## src/rtl/switch_pkg.sv

```systemverilog
// Shared constants for the switch output reader.
// Register map, status bit offsets and sizing defaults.
package switch_pkg;

  localparam int NUM_PORTS = 3;
  localparam int DATA_W    = 32;
  localparam int DEPTH     = 16;
  localparam int AV_W      = 32;
  localparam int ADDR_W    = 4;

  localparam logic [ADDR_W-1:0] ADDR_STATUS   = 4'h0;
  localparam logic [ADDR_W-1:0] ADDR_DATA0    = 4'h1;
  localparam logic [ADDR_W-1:0] ADDR_COUNT0   = 4'h4;
  localparam logic [ADDR_W-1:0] ADDR_IRQ_MASK = 4'h7;

  localparam int STAT_NE_OFS   = 0;
  localparam int STAT_FULL_OFS = 8;
  localparam int STAT_OVF_OFS  = 16;
  localparam int STAT_UDF_OFS  = 24;

  // Per-port register address: base + port index.
  function automatic logic [ADDR_W-1:0] port_addr(
    input logic [ADDR_W-1:0] base,
    input int                idx
  );
    return base + ADDR_W'(idx);
  endfunction

endpackage

```

## src/rtl/sync_fifo.sv

```systemverilog
// Single-clock FIFO with combinational head word.
// Pushes into a full FIFO and pops from an empty one are ignored.
module sync_fifo #(
  parameter int DATA_W = 32,
  parameter int DEPTH  = 16
) (
  input  logic                       clk,
  input  logic                       i_rst_n,
  input  logic                       i_push,
  input  logic [DATA_W-1:0]          i_wdata,
  input  logic                       i_pop,
  output logic [DATA_W-1:0]          o_head,
  output logic                       o_full,
  output logic                       o_empty,
  output logic [$clog2(DEPTH+1)-1:0] o_count
);

  localparam int AW = $clog2(DEPTH);
  localparam int CW = $clog2(DEPTH+1);

  logic [DATA_W-1:0] r_mem [DEPTH];
  logic [AW-1:0]     r_wr_ptr;
  logic [AW-1:0]     r_rd_ptr;
  logic [CW-1:0]     r_count;
  logic              w_push;
  logic              w_pop;

  assign o_full  = (r_count == CW'(DEPTH));
  assign o_empty = (r_count == '0);
  assign o_count = r_count;
  assign o_head  = r_mem[r_rd_ptr];
  assign w_push  = i_push && !o_full;
  assign w_pop   = i_pop && !o_empty;

  // Pointer and occupancy tracking; pointers wrap modulo DEPTH.
  always_ff @(posedge clk) begin
    if (!i_rst_n) begin
      r_wr_ptr <= '0;
      r_rd_ptr <= '0;
      r_count  <= '0;
    end else begin
      if (w_push) r_wr_ptr <= r_wr_ptr + 1'b1;
      if (w_pop)  r_rd_ptr <= r_rd_ptr + 1'b1;
      unique case ({w_push, w_pop})
        2'b10:   r_count <= r_count + 1'b1;
        2'b01:   r_count <= r_count - 1'b1;
        default: r_count <= r_count;
      endcase
    end
  end

  // Storage array; contents are don't-care until pushed.
  always_ff @(posedge clk) begin
    if (w_push) r_mem[r_wr_ptr] <= i_wdata;
  end

endmodule

```

## src/rtl/switch_output_reader.sv

```systemverilog
// Captures switch output words into per-port FIFOs and
// exposes them to software over an Avalon-MM slave.
module switch_output_reader #(
  parameter int NUM_PORTS = switch_pkg::NUM_PORTS,
  parameter int DATA_W    = switch_pkg::DATA_W,
  parameter int DEPTH     = switch_pkg::DEPTH
) (
  input  logic                        clk,
  input  logic                        reset,
  input  logic [NUM_PORTS*DATA_W-1:0] out_data,
  input  logic [NUM_PORTS-1:0]        out_valid,
  output logic [NUM_PORTS-1:0]        out_ready,
  input  logic                        chipselect,
  input  logic                        read,
  input  logic                        write,
  input  logic [3:0]                  address,
  input  logic [31:0]                 writedata,
  output logic [31:0]                 readdata,
  output logic                        irq
);

  import switch_pkg::*;

  localparam int CW = $clog2(DEPTH+1);

  logic [NUM_PORTS-1:0] w_full;
  logic [NUM_PORTS-1:0] w_empty;
  logic [NUM_PORTS-1:0] w_push;
  logic [NUM_PORTS-1:0] w_pop;
  logic [NUM_PORTS-1:0] w_sel_data;
  logic [NUM_PORTS-1:0] w_sel_cnt;
  logic [NUM_PORTS-1:0] w_ovf_set;
  logic [NUM_PORTS-1:0] w_udf_set;
  logic [NUM_PORTS-1:0] w_ovf_clr;
  logic [NUM_PORTS-1:0] w_udf_clr;
  logic [DATA_W-1:0]    w_head [NUM_PORTS];
  logic [CW-1:0]        w_count [NUM_PORTS];
  logic                 w_rd;
  logic                 w_wr;
  logic                 w_w1c;
  logic [31:0]          w_status;
  logic [31:0]          w_rdata;

  logic [NUM_PORTS-1:0] r_ovf;
  logic [NUM_PORTS-1:0] r_udf;
  logic [NUM_PORTS-1:0] r_mask;
  logic [31:0]          r_rdata;
  logic                 r_irq;

  for (genvar g = 0; g < NUM_PORTS; g++) begin : g_port
    assign w_push[g]     = out_valid[g] && out_ready[g];
    assign w_sel_data[g] = (address == port_addr(ADDR_DATA0, g));
    assign w_sel_cnt[g]  = (address == port_addr(ADDR_COUNT0, g));

    sync_fifo #(
      .DATA_W (DATA_W),
      .DEPTH  (DEPTH)
    ) u_fifo (
      .clk     (clk),
      .i_rst_n (reset),
      .i_push  (w_push[g]),
      .i_wdata (out_data[g*DATA_W +: DATA_W]),
      .i_pop   (w_pop[g]),
      .o_head  (w_head[g]),
      .o_full  (w_full[g]),
      .o_empty (w_empty[g]),
      .o_count (w_count[g])
    );
  end

  // Ready reflects registered fullness, so a pop on a full
  // FIFO cannot admit a new word in the same cycle.
  assign out_ready = {NUM_PORTS{reset}} & ~w_full;

  // A read wins over a simultaneous write.
  assign w_rd  = chipselect && read;
  assign w_wr  = chipselect && write && !read;
  assign w_w1c = w_wr && (address == ADDR_STATUS);

  assign w_pop     = {NUM_PORTS{w_rd}} & w_sel_data & ~w_empty;
  assign w_udf_set = {NUM_PORTS{w_rd}} & w_sel_data & w_empty;
  assign w_ovf_set = out_valid & w_full;
  assign w_ovf_clr = {NUM_PORTS{w_w1c}}
                   & writedata[STAT_OVF_OFS +: NUM_PORTS];
  assign w_udf_clr = {NUM_PORTS{w_w1c}}
                   & writedata[STAT_UDF_OFS +: NUM_PORTS];

  // Assemble the STATUS word from live FIFO flags and stickies.
  always_comb begin
    w_status = '0;
    for (int i = 0; i < NUM_PORTS; i++) begin
      w_status[STAT_NE_OFS + i]   = !w_empty[i];
      w_status[STAT_FULL_OFS + i] = w_full[i];
      w_status[STAT_OVF_OFS + i]  = r_ovf[i];
      w_status[STAT_UDF_OFS + i]  = r_udf[i];
    end
  end

  // Read data mux; an empty DATA port and unmapped addresses give 0.
  always_comb begin
    w_rdata = '0;
    unique case (address)
      ADDR_STATUS:   w_rdata = w_status;
      ADDR_IRQ_MASK: w_rdata = 32'(r_mask);
      default: begin
        for (int i = 0; i < NUM_PORTS; i++) begin
          if (w_sel_data[i] && !w_empty[i])
            w_rdata = 32'(w_head[i]);
          if (w_sel_cnt[i])
            w_rdata = 32'(w_count[i]);
        end
      end
    endcase
  end

  // Sticky overflow/underflow; a new event beats a W1C clear.
  always_ff @(posedge clk) begin
    if (!reset) begin
      r_ovf <= '0;
      r_udf <= '0;
    end else begin
      r_ovf <= (r_ovf & ~w_ovf_clr) | w_ovf_set;
      r_udf <= (r_udf & ~w_udf_clr) | w_udf_set;
    end
  end

  // Interrupt mask register.
  always_ff @(posedge clk) begin
    if (!reset) begin
      r_mask <= '0;
    end else if (w_wr && (address == ADDR_IRQ_MASK)) begin
      r_mask <= writedata[NUM_PORTS-1:0];
    end
  end

  // Read data register; holds between reads.
  always_ff @(posedge clk) begin
    if (!reset) begin
      r_rdata <= '0;
    end else if (w_rd) begin
      r_rdata <= w_rdata;
    end
  end

  // Level interrupt from masked nonempty or any overflow.
  always_ff @(posedge clk) begin
    if (!reset) begin
      r_irq <= 1'b0;
    end else begin
      r_irq <= |((~w_empty & r_mask) | r_ovf);
    end
  end

  assign readdata = r_rdata;
  assign irq      = r_irq;

endmodule
```

## config.mk

```make
export PLATFORM = sky130hd
export DESIGN_NAME = switch_output_reader
export DESIGN_NICKNAME = d
export VERILOG_FILES = /design/src/rtl/switch_pkg.sv /design/src/rtl/sync_fifo.sv /design/src/rtl/switch_output_reader.sv
export SDC_FILE = /design/constraint.sdc
export NUM_CORES = 1
export LEC_CHECK = 0
export BUFFER_PORTS_ARGS = -buffer_cell sky130_fd_sc_hd__buf_2
export CAP_MARGIN = 20
export CORE_ASPECT_RATIO = 0.75
export CORE_MARGIN = 4
export CORE_UTILIZATION = 62
export DETAILED_ROUTE_END_ITERATION = 12
export PLACE_DENSITY = 0.77
export SLEW_MARGIN = 20
export SYNTH_ARGS = -nofsm -noshare
export SYNTH_HDL_FRONTEND = slang
export SYNTH_SLANG_ARGS = --single-unit
```

## constraint.sdc

```tcl
create_clock -name clk -period 6 [get_ports clk]
set_clock_uncertainty 0.15 [all_clocks]
set_input_delay 0.9 -clock clk [delete_from_list [all_inputs] [get_ports clk]]
set_output_delay 0.9 -clock clk [all_outputs]
set_load 0.01 [all_outputs]
```

==> results of run 1 <==
-- layer usage --
metal  vias to the layer above  GRT usage  share of wire
met1                     16500      0.401           0.37
met4                        14     0.0975          0.032
met3                       290     0.0677           0.11
li1                      12900          -              -
met5                         -          0        0.00063
met2                      1973      0.433           0.48
-- cells in the mapped netlist, types with 11 or more instances --
cell	number
sky130_fd_sc_hd__edfxtp_1	1536
sky130_fd_sc_hd__dfxtp_1	93
sky130_fd_sc_hd__mux2i_1	22
sky130_fd_sc_hd__buf_1	13
sky130_fd_sc_hd__and2_1	21
sky130_fd_sc_hd__nand2_1	60
sky130_fd_sc_hd__buf_2	62
sky130_fd_sc_hd__xor2_1	19
sky130_fd_sc_hd__ha_1	24
sky130_fd_sc_hd__xnor2_1	11
sky130_fd_sc_hd__nor3_1	16
sky130_fd_sc_hd__nor2_1	94
sky130_fd_sc_hd__a21oi_1	132
sky130_fd_sc_hd__o31ai_1	21
sky130_fd_sc_hd__inv_1	21
sky130_fd_sc_hd__buf_6	16
sky130_fd_sc_hd__buf_4	14
sky130_fd_sc_hd__o21ai_0	31
sky130_fd_sc_hd__clkbuf_1	72
sky130_fd_sc_hd__mux4_2	385
sky130_fd_sc_hd__a22oi_1	166
sky130_fd_sc_hd__or3_1	13
sky130_fd_sc_hd__nor2b_1	17
-- stage by stage --
step                       util  instances
after global placement    0.652       4352
after detailed placement  0.652       4353
final                     0.699       4627
after floorplan               -       2980
after CTS                 0.698       4612
after global routing      0.699       4623
-- logic make-up (layout without fill, tap and decap cells) --
family | Yosys count | in the layout | synth area share
XOR/XNOR | 30 | 30 | 0.00419
adder cells (fa/ha/maj) | 24 | 24 | 0.00479
AND/OR/NAND/NOR | 271 | 271 | 0.0214
flip-flops | 1629 | 1629 | 0.765
buffers and inverters | 199 | 507 | 0.0162
multiplexers | 419 | 419 | 0.145
AO/OA/AOI/OAI | 408 | 408 | 0.0431
other | 0 | 13 | 0
-- cell type report --
class | instances | area share
flip-flops and latches | 1629 | 0.689
multi-input cells | 1152 | 0.200
clock buffers | 201 | 0.0579
well taps | 1326 | 0.0238
repair buffers | 227 | 0.0197
clock inverters | 58 | 0.00756
inverters | 21 | 0.00113
diodes | 13 | 0.000467
-- worst max-delay path: stages (launching register included) --
cell                       delay (ns)
sky130_fd_sc_hd__dfxtp_1         0.54
sky130_fd_sc_hd__nor4_1          0.18
sky130_fd_sc_hd__a211oi_2        0.89
sky130_fd_sc_hd__nand2_1         0.48
sky130_fd_sc_hd__nor2_4          0.93
sky130_fd_sc_hd__buf_4           0.38
-- registers in the layout, summed over array words and instances, names as in the netlist, named ones only --
signal,cells
g_port.u_fifo.o_count,15
g_port.u_fifo.r_wr_ptr,12
irq,1
g_port.u_fifo.r_rd_ptr,12
readdata,32
g_port.u_fifo.r_mem,1536
r_udf,3
r_mask,3
r_ovf,3
-- report_power, final --
part	switching, uW	internal [uW]
sequential	36.3	12500
combinational	340	139
clock	3950	5090
-- final timing paths --
| check | from | end | slack (ns) | depth (start not counted) |
|---|---|---|---|---|
| worst min register to register | readdata[28]$_SDFFE_PN0N_ | readdata[28]$_SDFFE_PN0N_ | 0.30 | 2 |
| worst min-delay path | writedata[0] | r_mask[0]$_SDFFE_PN0P_ | 0.26 | 3 |
| worst max-delay path | g_port[2].u_fifo.o_count[3]$_SDFFE_PN0P_ | g_port[2].u_fifo.r_mem[8][13]$_DFFE_PP_ | 2.11 | 5 |
| worst max register to register | g_port[2].u_fifo.o_count[3]$_SDFFE_PN0P_ | g_port[2].u_fifo.r_mem[8][13]$_DFFE_PP_ | 2.11 | 5 |
==> results by group, run 1 <==
Timing
  • Hold Violations, Final: 0
  • Final TNS setup: 0 ns
  • Unrepaired setup endpoints after global routing: false
  • Hold Worst Slack: 0.259 ns
  • Final WS setup: 2.11 ns
  • Max-slew violations: 0
  • Actual slew at the worst max-slew pin: 1.17 ns
  • Achievable clock frequency: 0.257 GHz
  • Share of the clock period used by the worst path: 0.648
  • Worst rel slew slack: 0.221
  • Min Tclk post-route: 3.89 ns
  • Setup Viol. Count Final: 0

Critical path
  • Arrival @ worst endpoint: 4.16 ns
  • Max Fanout on Critical Path: 22
  • Required time of the worst setup path: 6.28 ns
  • WS Path Type: flip-flop to flip-flop
  • Startpoint class of the critical path: flip-flop
  • Kind of end point of the critical path: flip-flop

GRT
  • First-pass GRT wire length: 217000 um
  • Gr usage total: 0.280
  • Via count of the first global-routing pass: 32100
  • Initial antenna violation count: 26
  • GRT overflow: 0
  • Largest net degree at the start of global routing: 66

Logic synthesis
  • Largest cells by area after synthesis: sky130_fd_sc_hd__edfxtp_1 (74%), sky130_fd_sc_hd__mux4_2 (14%), sky130_fd_sc_hd__dfxtp_1 (3.0%)
  • Synth Register Bits: 1629
  • Number of unique standard cell types used by synthesis: 57
  • Number of standard cells after synthesis: 2980
  • Number of enable-type register cells in the synthesized netlist: 1536
  • Yosys Warn Count: 0
  • Ys async rst share: 0
  • Post-synthesis area per instance: 21.0 um^2
  • Synth area leader: sky130_fd_sc_hd__edfxtp_1
  • Primary flip-flop cell chosen by synthesis mapping: sky130_fd_sc_hd__edfxtp_1
  • Proportion of netlist area held by the largest area contributor: 0.736
  • Net count after synthesis: 3144
  • Syn Std Cell Area: 62700 um^2
  • Post-synthesis sequential area ratio: 0.765

Drt
  • Routed vias/inst: 6.84
  • # DRC: 0
  • ANT nets after route: 0
  • Final Routed Wirelength: 147000 um
  • WL per Instance: 31.7 um
  • Pre-antenna DRT Iters: 8
  • Number of vias after detailed routing: 31700
  • DR iter-0 viols: 4399

Layout
  • Fill cells: 5729
  • Commonest non-fill, non-tap cell in the layout: sky130_fd_sc_hd__edfxtp_1
  • Area of all sequential standard cells: 48000 um^2
  • Synthesis-to-layout area growth: 11.1%
  • Share of post-route cells with drive strength above 1: 0.270
  • Nets@finish: 3341
  • Multi-input logic area: 14000 um^2
  • Final Cell Area: 69700 um^2
  • Top library cells by usage in the layout, fill and taps aside: sky130_fd_sc_hd__edfxtp_1 (1536), sky130_fd_sc_hd__mux4_2 (385), sky130_fd_sc_hd__a22oi_1 (166), sky130_fd_sc_hd__buf_2 (152), sky130_fd_sc_hd__clkbuf_16 (150)

Placement
  • Worst Setup Slack post-DPL: 1.61 ns
  • IO Port Bufs: 152
  • Placer congestion estimate: 0.883
  • Hpwl dp: 82400 um
  • Standard cell area after detailed placement: 65000 um^2

Clocking
  • Post-cts sizing count: 0
  • H-Tree Depth: 4
  • TritonCTS Buffers: 146
  • Cts-stage hold buffer count: 0
  • Post-CTS setup repair buffer count: 0
  • Clock edge transition at the registers on the reported setup and hold paths: 0.06 ns
  • Worst-Skew Late Latency: 0.75 ns
  • Buffer depth of the longest clock path: 3
  • TritonCTS clock tree: yes
  • Root buffer selected by CTS: sky130_fd_sc_hd__clkbuf_16
  • Total number of clock tree sinks: 1629

Hold path
  • Worst min-delay path class: input pin to flip-flop

Outcome
  • Run status: completed

Run
  • Count of maximum capacitance violations: 0

Power and ir drop
  • Leakage power figure: 0.0216 uW
  • Peak supply drop: 0.307 mV
  • Final Power: 22100 uW
  • Power density over the cells: 316 nW/um^2

Floorplan
  • Count of pins on the block boundary: 176
  • Area of the core region: 99700 um^2
  • Die X-Extent: 375 um
  • Initial Util: 0.629
  • Die height: 283 um
  • Die Area: 106000 um^2
  • Number of placement rows: 100
No activity file was read; power rests on OpenSTA's default activity.
==> run 2: changes to the inputs <==
Clock period 6 ns to 3.6 ns, I/O delays scaled along.
==> results by group, run 2 (synthesized netlist as in run 1, its figures left out) <==
Floorplan
  • Die Area: 106000 um^2 (unchanged)
  • Area of the core region: 99700 um^2 (unchanged)
  • Number of placement rows: 100 (unchanged)
  • Die X-Extent: 375 um (unchanged)
  • Count of pins on the block boundary: 176 (unchanged)
  • Die height: 283 um (unchanged)
  • Initial Util: 0.629 (unchanged)

Critical path
  • WS Path Type: flip-flop to flip-flop (unchanged)
  • Minimum setup slack among reg-to-reg paths: 0.28 ns (was 2.11 ns)
  • Arrival @ worst endpoint: 3.81 ns (was 4.16 ns)
  • Worst R2R Path Depth: 11 (was 5)
  • Kind of end point of the critical path: flip-flop (unchanged)
  • Slowest library cell on the worst path: sky130_fd_sc_hd__or4_4 (was sky130_fd_sc_hd__nor2_4)
  • Count of cell instances traversed by the critical path: 11 (was 5)
  • Max Fanout on Critical Path: 7 (was 22)
  • Critical path buffers and inverters: 0 (was 1)
  • Required time of the worst setup path: 4.09 ns (was 6.28 ns)
  • Critical path cell sequence: or4_4, o2111ai_4, nor2_1, ha_1, xor2_1, ha_1, a21oi_1, o22ai_1, a222oi_1, or3_1, a21oi_1 (was nor4_1, a211oi_2, nand2_1, nor2_4, buf_4)
  • Reg2reg end: g_port[2].u_fifo.o_count[4]$_SDFFE_PN0P_ (was g_port[2].u_fifo.r_mem[8][13]$_DFFE_PP_)
  • Slowest Stage Delay on Critical Path: 0.61 ns (was 0.93 ns)
  • Startpoint class of the critical path: flip-flop (unchanged)
  • Worst path top cell family by delay: compound AO/OA/AOI/OAI gates (was simple AND/OR/NAND/NOR gates)
  • Beginning of the worst register-to-register path: g_port[2].u_fifo.o_count[0]$_SDFFE_PN0P_ (was g_port[2].u_fifo.o_count[3]$_SDFFE_PN0P_)

Hold path
  • Destination of the worst hold path: r_mask[2]$_SDFFE_PN0P_ (was r_mask[0]$_SDFFE_PN0P_)
  • Worst min-delay path class: input pin to flip-flop (unchanged)
  • Hold path cells: 4 (was 3)
  • Hold Crit Start: read (was writedata[0])

GRT
  • GRT overflow: 0 (unchanged)
  • First-pass GRT wire length: 225000 um (was 217000 um)
  • Initial antenna violation count: 9 (was 26)
  • Gr usage total: 0.292 (was 0.280)
  • Largest net degree at the start of global routing: 59 (was 66)
  • Via count of the first global-routing pass: 33300 (was 32100)

Clocking
  • H-Tree Depth: 4 (unchanged)
  • Buffer depth of the longest clock path: 3 (unchanged)
  • Post-CTS setup repair buffer count: 0 (unchanged)
  • Cts-stage hold buffer count: 107 (was 0)
  • TritonCTS clock tree: yes (unchanged)
  • Worst-Skew Late Latency: 0.76 ns (was 0.75 ns)
  • TritonCTS Buffers: 146 (unchanged)
  • Post-cts sizing count: 0 (unchanged)
  • Root buffer selected by CTS: sky130_fd_sc_hd__clkbuf_16 (unchanged)
  • Total number of clock tree sinks: 1629 (unchanged)
  • Clock edge transition at the registers on the reported setup and hold paths: 0.07 ns (was 0.06 ns)

Drt
  • Pre-antenna DRT Iters: 7 (was 8)
  • DR iter-0 viols: 4511 (was 4399)
  • Routed vias/inst: 6.77 (was 6.84)
  • Number of vias after detailed routing: 32500 (was 31700)
  • ANT nets after route: 0 (unchanged)
  • WL per Instance: 31.8 um (was 31.7 um)
  • # DRC: 0 (unchanged)
  • Final Routed Wirelength: 152000 um (was 147000 um)

Power and ir drop
  • Power density over the cells: 513 nW/um^2 (was 316 nW/um^2)
  • Internal cell power: 29500 uW (was 17700 uW)
  • Leakage power figure: 0.0225 uW (was 0.0216 uW)
  • Logic pwr share: 0.025 (was 0.022)
  • Clk network pwr share: 0.408 (was 0.410)
  • Net Sw Frac: 0.200 (was 0.196)
  • Flop pwr share: 0.567 (was 0.569)
  • Peak supply drop: 0.506 mV (was 0.307 mV)
  • Switching power: 7350 uW (was 4320 uW)

Layout
  • Nets@finish: 3519 (was 3341)
  • Share of post-route cells with drive strength above 1: 0.274 (was 0.270)
  • Commonest non-fill, non-tap cell in the layout: sky130_fd_sc_hd__edfxtp_1 (unchanged)
  • Largest register by flop count: g_port.u_fifo.r_mem (unchanged)
  • Number of flip-flops under the largest register name: 1536 (unchanged)
  • Final Cell Area: 71900 um^2 (was 69700 um^2)
  • Top library cells by usage in the layout, fill and taps aside: sky130_fd_sc_hd__edfxtp_1 (1536), sky130_fd_sc_hd__mux4_2 (385), sky130_fd_sc_hd__a22oi_1 (166), sky130_fd_sc_hd__buf_2 (152), sky130_fd_sc_hd__clkbuf_16 (151) (was sky130_fd_sc_hd__edfxtp_1 (1536), sky130_fd_sc_hd__mux4_2 (385), sky130_fd_sc_hd__a22oi_1 (166), sky130_fd_sc_hd__buf_2 (152), sky130_fd_sc_hd__clkbuf_16 (150))
  • Synthesis-to-layout area growth: 14.7% (was 11.1%)

Placement
  • Placer congestion estimate: 0.888 (was 0.883)
  • IO Port Bufs: 152 (unchanged)
  • Hpwl dp: 84100 um (was 82400 um)
  • Standard cell area after detailed placement: 66200 um^2 (was 65000 um^2)
  • Worst Setup Slack post-DPL: 0.271 ns (was 1.61 ns)

Timing
  • Worst rel slew slack: 0.421 (was 0.221)
  • Share of the clock period used by the worst path: 0.923 (was 0.648)
  • Final WS setup: 0.278 ns (was 2.11 ns)
  • Min Tclk post-route: 3.32 ns (was 3.89 ns)
  • Max-slew violations: 0 (unchanged)
  • Setup Viol. Count Final: 0 (unchanged)
  • Unrepaired setup endpoints after global routing: false (unchanged)
  • Actual slew at the worst max-slew pin: 0.861 ns (was 1.17 ns)
  • Achievable clock frequency: 0.301 GHz (was 0.257 GHz)
  • Hold Violations, Final: 0 (unchanged)

Run
  • Count of maximum capacitance violations: 0 (unchanged)

Outcome
  • Run status: completed (unchanged)
[run 2: final cells by class]
class                           instances  area [um^2]
Antenna cell                            5         12.5
Clock buffer                          191         3950
Clock inverter                         72          613
Fill cell                            5569        27800
Inverter                               21         78.8
Multi-Input combinational cell       1152        14000
Sequential cell                      1629        48000
Tap cell                             1326         1660
Timing Repair Buffer                  405         3580
[run 2: worst max-delay path by stage]
| stage | from | to |
|---|---|---|
| finish | g_port[2].u_fifo.o_count[0]$_SDFFE_PN0P_ | g_port[2].u_fifo.o_count[4]$_SDFFE_PN0P_ |
| global route | g_port[2].u_fifo.o_count[0]$_SDFFE_PN0P_ | g_port[2].u_fifo.o_count[4]$_SDFFE_PN0P_ |
| CTS | g_port[2].u_fifo.o_count[0]$_SDFFE_PN0P_ | g_port[2].u_fifo.o_count[4]$_SDFFE_PN0P_ |
| detailed placement | address[0] | g_port[1].u_fifo.o_count[4]$_SDFFE_PN0P_ |
| global placement | address[0] | g_port[1].u_fifo.o_count[4]$_SDFFE_PN0P_ |
| floorplan | reset | g_port[0].u_fifo.r_mem[0][0]$_DFFE_PP_ |
[run 2: worst min-delay path, stage by stage]
cell                      delay, ns
sky130_fd_sc_hd__buf_2         0.11
sky130_fd_sc_hd__nor3b_1       0.10
sky130_fd_sc_hd__mux2i_1       0.13
sky130_fd_sc_hd__nor2_1        0.07
[run 2: power groups by stage]
stage | combinational, uW | sequential [uW] | clock (uW)
6_report | 926 | 20900 | 15000
5_1_grt | 1000 | 20900 | 16100
4_1_cts | 918 | 20900 | 15200
3_5_place_dp | 806 | 21300 | 0
3_3_place_gp | 753 | 21300 | 0
2_1_floorplan | 336 | 21300 | 0
[run 2: through the flow]
| stage | hold slack (ns) | setup TNS [ns] | total power (uW) | util | std cells |
|---|---|---|---|---|---|
| 2_1_floorplan | 0.307 | -56.67 | 21600 | - | 2980 |
| 3_3_place_gp | 0.297 | 0 | 22000 | 0.664 | 4426 |
| 3_5_place_dp | 0.297 | 0 | 22100 | 0.664 | 4426 |
| 4_1_cts | 0.0138 | 0 | 37000 | 0.721 | 4796 |
| 5_1_grt | 0.0794 | 0 | 38000 | 0.721 | 4797 |
| 6_report | 0.0814 | 0 | 36900 | 0.721 | 4801 |
[run 2: routing by layer]
metal	track usage	vias up	wire (um)
li1	-	13200	-
met1	0.422	16800	57000
met2	0.443	2138	71600
met3	0.0791	273	19200
met4	0.0961	6	4620
met5	0	-	41
